$ cat src/rtl/mem_port_arbiter.sv
// mem_port_arbiter
// Serialises the instruction-fetch port (A) and the data port (B) onto one
// single-ported memory. A small grant FSM picks a port, captures its request
// into local registers and drives the memory from those registers only, so a
// requester that misbehaves mid-transaction cannot disturb the memory side.
// Ties are broken round-robin using the winner of the previous tie.
// A one-cycle DONE bubble after every transaction lets the finished requester
// drop its strobe before the arbiter looks at the request lines again.

module mem_port_arbiter #(
  parameter int ADDR_WIDTH = 16,
  parameter int DATA_WIDTH = 16,
  parameter int MASK_WIDTH = 2
) (
  input  logic                  clk,
  input  logic                  reset_n,
  // port A (instruction fetch)
  input  logic                  read_a,
  input  logic                  write_a,
  input  logic [MASK_WIDTH-1:0] wmask_a,
  input  logic [ADDR_WIDTH-1:0] address_a,
  input  logic [DATA_WIDTH-1:0] wdata_a,
  output logic                  resp_a,
  output logic [DATA_WIDTH-1:0] rdata_a,
  // port B (data access)
  input  logic                  read_b,
  input  logic                  write_b,
  input  logic [MASK_WIDTH-1:0] wmask_b,
  input  logic [ADDR_WIDTH-1:0] address_b,
  input  logic [DATA_WIDTH-1:0] wdata_b,
  output logic                  resp_b,
  output logic [DATA_WIDTH-1:0] rdata_b,
  // physical memory
  output logic                  mem_read,
  output logic                  mem_write,
  output logic [MASK_WIDTH-1:0] mem_wmask,
  output logic [ADDR_WIDTH-1:0] mem_address,
  output logic [DATA_WIDTH-1:0] mem_wdata,
  input  logic                  mem_resp,
  input  logic [DATA_WIDTH-1:0] mem_rdata
);

  localparam logic [1:0] ST_IDLE    = 2'd0;
  localparam logic [1:0] ST_SERVE_A = 2'd1;
  localparam logic [1:0] ST_SERVE_B = 2'd2;
  localparam logic [1:0] ST_DONE    = 2'd3;

  localparam logic PORT_A = 1'b0;
  localparam logic PORT_B = 1'b1;

  logic [1:0]            state_r;
  logic [1:0]            state_next_s;
  logic                  last_grant_r;
  logic                  last_grant_next_s;
  logic                  req_a_s;
  logic                  req_b_s;
  logic                  grant_a_s;
  logic                  grant_b_s;
  logic                  serve_a_s;
  logic                  serve_b_s;
  logic                  serving_s;

  logic [ADDR_WIDTH-1:0] addr_r;
  logic [DATA_WIDTH-1:0] wdata_r;
  logic [MASK_WIDTH-1:0] wmask_r;
  logic                  op_write_r;

  assign req_a_s = read_a | write_a;
  assign req_b_s = read_b | write_b;

  // Grant decision and next-state logic for the serialising FSM.
  always_comb begin
    state_next_s      = state_r;
    last_grant_next_s = last_grant_r;
    grant_a_s         = 1'b0;
    grant_b_s         = 1'b0;
    case (state_r)
      ST_IDLE: begin
        if (req_a_s && req_b_s) begin
          // Tie: the port that lost the previous tie wins this one.
          if (last_grant_r == PORT_B) begin
            grant_a_s         = 1'b1;
            last_grant_next_s = PORT_A;
            state_next_s      = ST_SERVE_A;
          end else begin
            grant_b_s         = 1'b1;
            last_grant_next_s = PORT_B;
            state_next_s      = ST_SERVE_B;
          end
        end else if (req_a_s) begin
          grant_a_s    = 1'b1;
          state_next_s = ST_SERVE_A;
        end else if (req_b_s) begin
          grant_b_s    = 1'b1;
          state_next_s = ST_SERVE_B;
        end else begin
          state_next_s = ST_IDLE;
        end
      end
      ST_SERVE_A: begin
        if (mem_resp) begin
          state_next_s = ST_DONE;
        end else begin
          state_next_s = ST_SERVE_A;
        end
      end
      ST_SERVE_B: begin
        if (mem_resp) begin
          state_next_s = ST_DONE;
        end else begin
          state_next_s = ST_SERVE_B;
        end
      end
      ST_DONE: begin
        state_next_s = ST_IDLE;
      end
      default: begin
        state_next_s = ST_IDLE;
      end
    endcase
  end

  // FSM state and round-robin history; reset makes the first tie go to A.
  always_ff @(posedge clk or negedge reset_n) begin
    if (!reset_n) begin
      state_r      <= ST_IDLE;
      last_grant_r <= PORT_B;
    end else begin
      state_r      <= state_next_s;
      last_grant_r <= last_grant_next_s;
    end
  end

  // Capture the granted port's operands on the granting edge; hold otherwise.
  always_ff @(posedge clk or negedge reset_n) begin
    if (!reset_n) begin
      addr_r     <= {ADDR_WIDTH{1'b0}};
      wdata_r    <= {DATA_WIDTH{1'b0}};
      wmask_r    <= {MASK_WIDTH{1'b0}};
      op_write_r <= 1'b0;
    end else if (grant_a_s) begin
      addr_r     <= address_a;
      wdata_r    <= wdata_a;
      wmask_r    <= wmask_a;
      op_write_r <= write_a;  // write wins when both strobes are high
    end else if (grant_b_s) begin
      addr_r     <= address_b;
      wdata_r    <= wdata_b;
      wmask_r    <= wmask_b;
      op_write_r <= write_b;
    end else begin
      addr_r     <= addr_r;
      wdata_r    <= wdata_r;
      wmask_r    <= wmask_r;
      op_write_r <= op_write_r;
    end
  end

  // Outputs decode straight from the state register so that an asserted
  // reset clears them immediately, and the response reaches the requester
  // in the same cycle the memory completes.
  assign serve_a_s = (state_r == ST_SERVE_A);
  assign serve_b_s = (state_r == ST_SERVE_B);
  assign serving_s = serve_a_s | serve_b_s;

  assign mem_read    = serving_s & ~op_write_r;
  assign mem_write   = serving_s & op_write_r;
  assign mem_address = addr_r;
  assign mem_wdata   = wdata_r;
  assign mem_wmask   = wmask_r;

  assign resp_a  = serve_a_s & mem_resp;
  assign resp_b  = serve_b_s & mem_resp;
  assign rdata_a = resp_a ? mem_rdata : {DATA_WIDTH{1'b0}};
  assign rdata_b = resp_b ? mem_rdata : {DATA_WIDTH{1'b0}};

endmodule
$ cat config.mk
export PLATFORM = sky130hd
export DESIGN_NAME = mem_port_arbiter
export DESIGN_NICKNAME = d
export VERILOG_FILES = /design/src/rtl/mem_port_arbiter.sv
export SDC_FILE = /design/constraint.sdc
export NUM_CORES = 1
export LEC_CHECK = 0
export ABC_AREA = 1
export BUFFER_PORTS_ARGS = -buffer_cell sky130_fd_sc_hd__buf_2
export CORE_UTILIZATION = 34
export CTS_BUF_LIST = sky130_fd_sc_hd__clkbuf_2 sky130_fd_sc_hd__clkbuf_4 sky130_fd_sc_hd__clkbuf_8
export DETAILED_ROUTE_END_ITERATION = 10
export GPL_TIMING_DRIVEN = 0
export HOLD_SLACK_MARGIN = 0.15
export PLACE_DENSITY = 0.69
export SYNTH_ARGS = -nofsm -noshare
export SYNTH_HDL_FRONTEND = slang
export SYNTH_SLANG_ARGS = --single-unit
export TNS_END_PERCENT = 100
$ cat constraint.sdc
create_clock -name clk -period 1.5 [get_ports clk]
set_input_delay 0.225 -clock clk [delete_from_list [all_inputs] [get_ports clk]]
set_output_delay 0.225 -clock clk [all_outputs]
set_load 0.05 [all_outputs]
# Word-level counts from Yosys, hierarchy flattened
# Cells that the tools add are included.
# word_totals
reg_bits	38
input_bits	91
output_inout_bits	70
word_cells	47
# op_classes
eq_ne	3
n_mux	26
n_bitwise	8
reduce_logical	4
# ops
op	n
2-to-1 mux 16 bit	6
2-to-1 mux 2 bit	7
2-to-1 mux 1 bit	12
one-hot mux 2 bit (4 select lines)	1
bitwise AND 1 bit	4
== test 2 bit (second input constant)	2
OR 1 bit	3
== test 2 x 1 -> 1 bit (second input constant)	1
logical NOT 2 bit	1
AND reduction 2 bit	1
nonzero test 2 bit	1
logical AND 1 bit	1
inverter 1 bit	1

# Logic depth before layout (Yosys ltp)
# depth
depth_word	7
depth_mapped	9
ltp_nobuf	8

# Worst setup path before layout
# Ideal clock, no wire load.
# synth_timing
path_type	flip-flop to output port
startpoint	reg state_r[0]
endpoint	out rdata_b[10]
arrival_time_ps	1597
path_slack_ps	-322
stages_incl_launch_ff	6
n_path_buf	1
cell_sequence	dfrtp_1 inv_1 ha_1 nand2_1 clkbuf_1 nor2_1
# synth_between
elab_chain_cells	3
# synth_lines
element	line	rtl
start: declaration	51	logic [1:0] state_r;
start signal: assignment	129	state_r <= state_next_s;
== test 2 bit	163	assign serve_b_s = (state_r == ST_SERVE_B);
bitwise AND 1 bit	173	assign resp_b = serve_b_s & mem_resp;
2-to-1 mux 16 bit	175	assign rdata_b = resp_b ? mem_rdata : {DATA_WIDTH{1'b0}};
end: declaration	32	output logic [DATA_WIDTH-1:0] rdata_b,
# Every way passes these cells.

# Worst setup path after layout
# layout_timing
startpoint	reg state_r[0]
endpoint	out rdata_b[7]
# The elaborated chain is that of the path after synthesis.

==> impl_metrics.json <==
{
  "dp_hpwl_um": 5610,
  "sequentialPowerShare": 0.197,
  "htree_levels": 2,
  "fin_skew_ns": 0.00415,
  "place_congestion": 0.820,
  "cts_tree": "yes",
  "ys_seq_elements": 38,
  "cts_max_path_buffers": 2,
  "syn_nets": 476,
  "synthToLayoutAreaGrowth_pct": 71.7,
  "wirelength_um": 8380,
  "power-per-cell-area_nw_per_um2": 2160,
  "drc_errors": 2,
  "slew_headroom": 0.421,
  "dp.cells": 641,
  "vias_per_cell": 4.45,
  "grt_max_degree": 39,
  "clock-root-buffer": "clkbuf_8",
  "synth_area_per_cell_um2": 6.64,
  "dpl_worst_slack_ns": -0.226,
  "globalRoute.totalOverflow": 0,
  "timing.final.crit_share": 1.15,
  "status": "complete, but fails checks",
  "final-setup-viol-count": 66,
  "wire_per_inst_um": 12.6,
  "min_period_ns": 1.73,
  "yosys_warnings": 0,
  "worst_setup_path_end_kind": "output port",
  "final_common_cell": "buf_2",
  "vias": 2961,
  "yosysTopAreaCellShare": 0.365,
  "crit_type": "flip-flop to output port",
  "whs_path_depth": 5,
  "ys_types": 20,
  "stdcell_count": 665,
  "cp_max_fo": 9,
  "p_sw_frac": 0.563,
  "firstDrtPassIters": 7,
  "syn_inst": 382,
  "drt_iter0_drc": 102,
  "die_h_um": 88.3,
  "clk_pin_slew_worst_paths_ns": 0.08,
  "fin_ws_ns": -0.229,
  "rows": 31,
  "fmax_mhz": 579,
  "diodes": 0,
  "worst_pin_slew_ns": 0.869,
  "place.port_buffers": 160,
  "yosysSeqAreaShare": 0.376,
  "combPwrFrac": 0.723,
  "die_x_um": 88.3,
  "synth_area_um2": 2530,
  "min_path_type": "input pin to flip-flop",
  "grt.total_usage": 0.197,
  "grt_pass1_wl_um": 11900,
  "drive_gt1_frac": 0.443,
  "grt_setup_unrepaired": "true",
  "layout_common_cells": "130 x buf_2, 89 x nand2_1, 70 x inv_1",
  "dpl_cell_area_um2": 3630,
  "vdd_drop_max_mv": 1.03,
  "reg2regPathDepth": 9,
  "p_clk_frac": 0.080,
  "drv_cap": 0,
  "layout.nets": 659,
  "first_global_vias": 2650,
  "p_switching_mw": 5.30,
  "slew_viol_final": 0,
  "power.leakage_nw": 2.48,
  "antenna_left": 0,
  "cts_buffers": 5,
  "crit_arrival_ns": 1.50,
  "synthTopCellsByArea": "dfrtp_1 37%, nand2_1 13%, nand3b_1 12%",
  "initial_utilization": 0.351,
  "finalInstanceArea_um2": 4350,
  "worstSetupStartpointType": "flip-flop",
  "ios": 161,
  "antenna_found_initial": 0,
  "die-area_um2": 7800,
  "core_um2": 7210,
  "internal_power_mw": 4.12,
  "clk_latency_ns": 0.29,
  "finalHoldViolCount": 0,
  "required_ns": 1.27,
  "cts.sinks": 38,
  "violations": "DRC, setup timing",
  "synth_top_area_cell": "dfrtp_1"
}
## sequential cells by signal, summed over array words and instances, names as in the netlist
register and flops:
op_write_r 1, last_grant_r 1, mem_address 16, mem_wdata 16, mem_wmask 2, state_r 2
## power groups by stage
stage	clock network (mW)	registers [mW]	logic [mW]
3_5_place_dp	0	1.85	6.00
6_report	0.757	1.86	6.81
4_1_cts	0.776	1.85	6.63
2_1_floorplan	0	3.48	2.96
5_1_grt	0.815	1.92	7.30
3_3_place_gp	0	1.84	5.94
## stage by stage
step,TNS [ns],util,hold slack [ns],power (mW)
after floorplan,-1.59,-,-0.0706,6.44
after global placement,-5.27,0.503,0.397,7.78
final,-8.43,0.603,0.225,9.42
after detailed placement,-6.56,0.503,0.396,7.86
after global routing,-15.26,0.603,0.233,10.0
after CTS,-8.26,0.580,0.223,9.26
## synthesized netlist by cell type, drive strengths merged
| master | count |
|---|---|
| dfrtp | 37 |
| nand3 | 30 |
| clkbuf | 4 |
| o21ai | 5 |
| nor2 | 76 |
| nand2 | 94 |
| buf | 15 |
| dfstp | 1 |
| xor2 | 1 |
| nand3b | 40 |
| inv | 76 |
| ha | 3 |
## metal layers
metal / global-route usage / share of wire
met1: 0.217 / 0.42
met2: 0.386 / 0.52
met3: 0.0382 / 0.051
met4: 0.0440 / 0.010
met5: 0 / 0
## worst max-delay path, cell delays in order, from the launching register on
cell and delay (ns):
dfrtp_1 0.43, inv_2 0.10, ha_4 0.17, nand2_8 0.08, clkbuf_16 0.18, nor2_4 0.10
buf_8 0.15
## path summary, 6_finish.rpt
check,startpoint,slack [ns],end
setup / recovery,state_r[0],-0.23,rdata_b[7]
hold / removal,address_b[8],0.23,mem_address[8]
setup reg to reg,state_r[0],-0.11,mem_wdata[14]
hold reg to reg,mem_address[13],0.48,mem_address[13]
max in group asynchronous,reset_n,0.37,mem_address[12]
min in group asynchronous,reset_n,0.59,mem_wdata[7]
## kinds of logic (layout without fill, tap and decap cells)
family,Yosys count,after routing,share of synthesized area
flip-flops,38,38,0.376
adder cells (fa/ha/maj),3,3,0.0148
AO/OA/AOI/OAI,5,5,0.0143
buffers and inverters,95,279,0.150
AND/OR/NAND/NOR,240,240,0.442
XOR/XNOR,1,1,0.00346
## area by class of cell
type / instances / area (µm²)
fill: 678 / 2860
multi-input combinational: 249 / 1490
timing repair buffer: 176 / 1240
sequential: 38 / 952
inverter: 76 / 288
buffer: 19 / 158
tap: 99 / 124
clock buffer: 7 / 90.1
clock inverter: 1 / 5.00
## what timing repair did
| action | 4_1_cts | 5_1_grt |
|---|---|---|
| endpoints found under the hold margin | 37 | 0 |
| endpoints found under the setup margin | 67 | 72 |
| buffers inserted | 7 | 6 |
| hold buffers | 1 | 0 |
| gates resized for setup | 108 | 32 |
| cloned | 2 | 0 |
| pin swaps | 4 | 5 |
No activity file was read; power rests on OpenSTA's default activity.
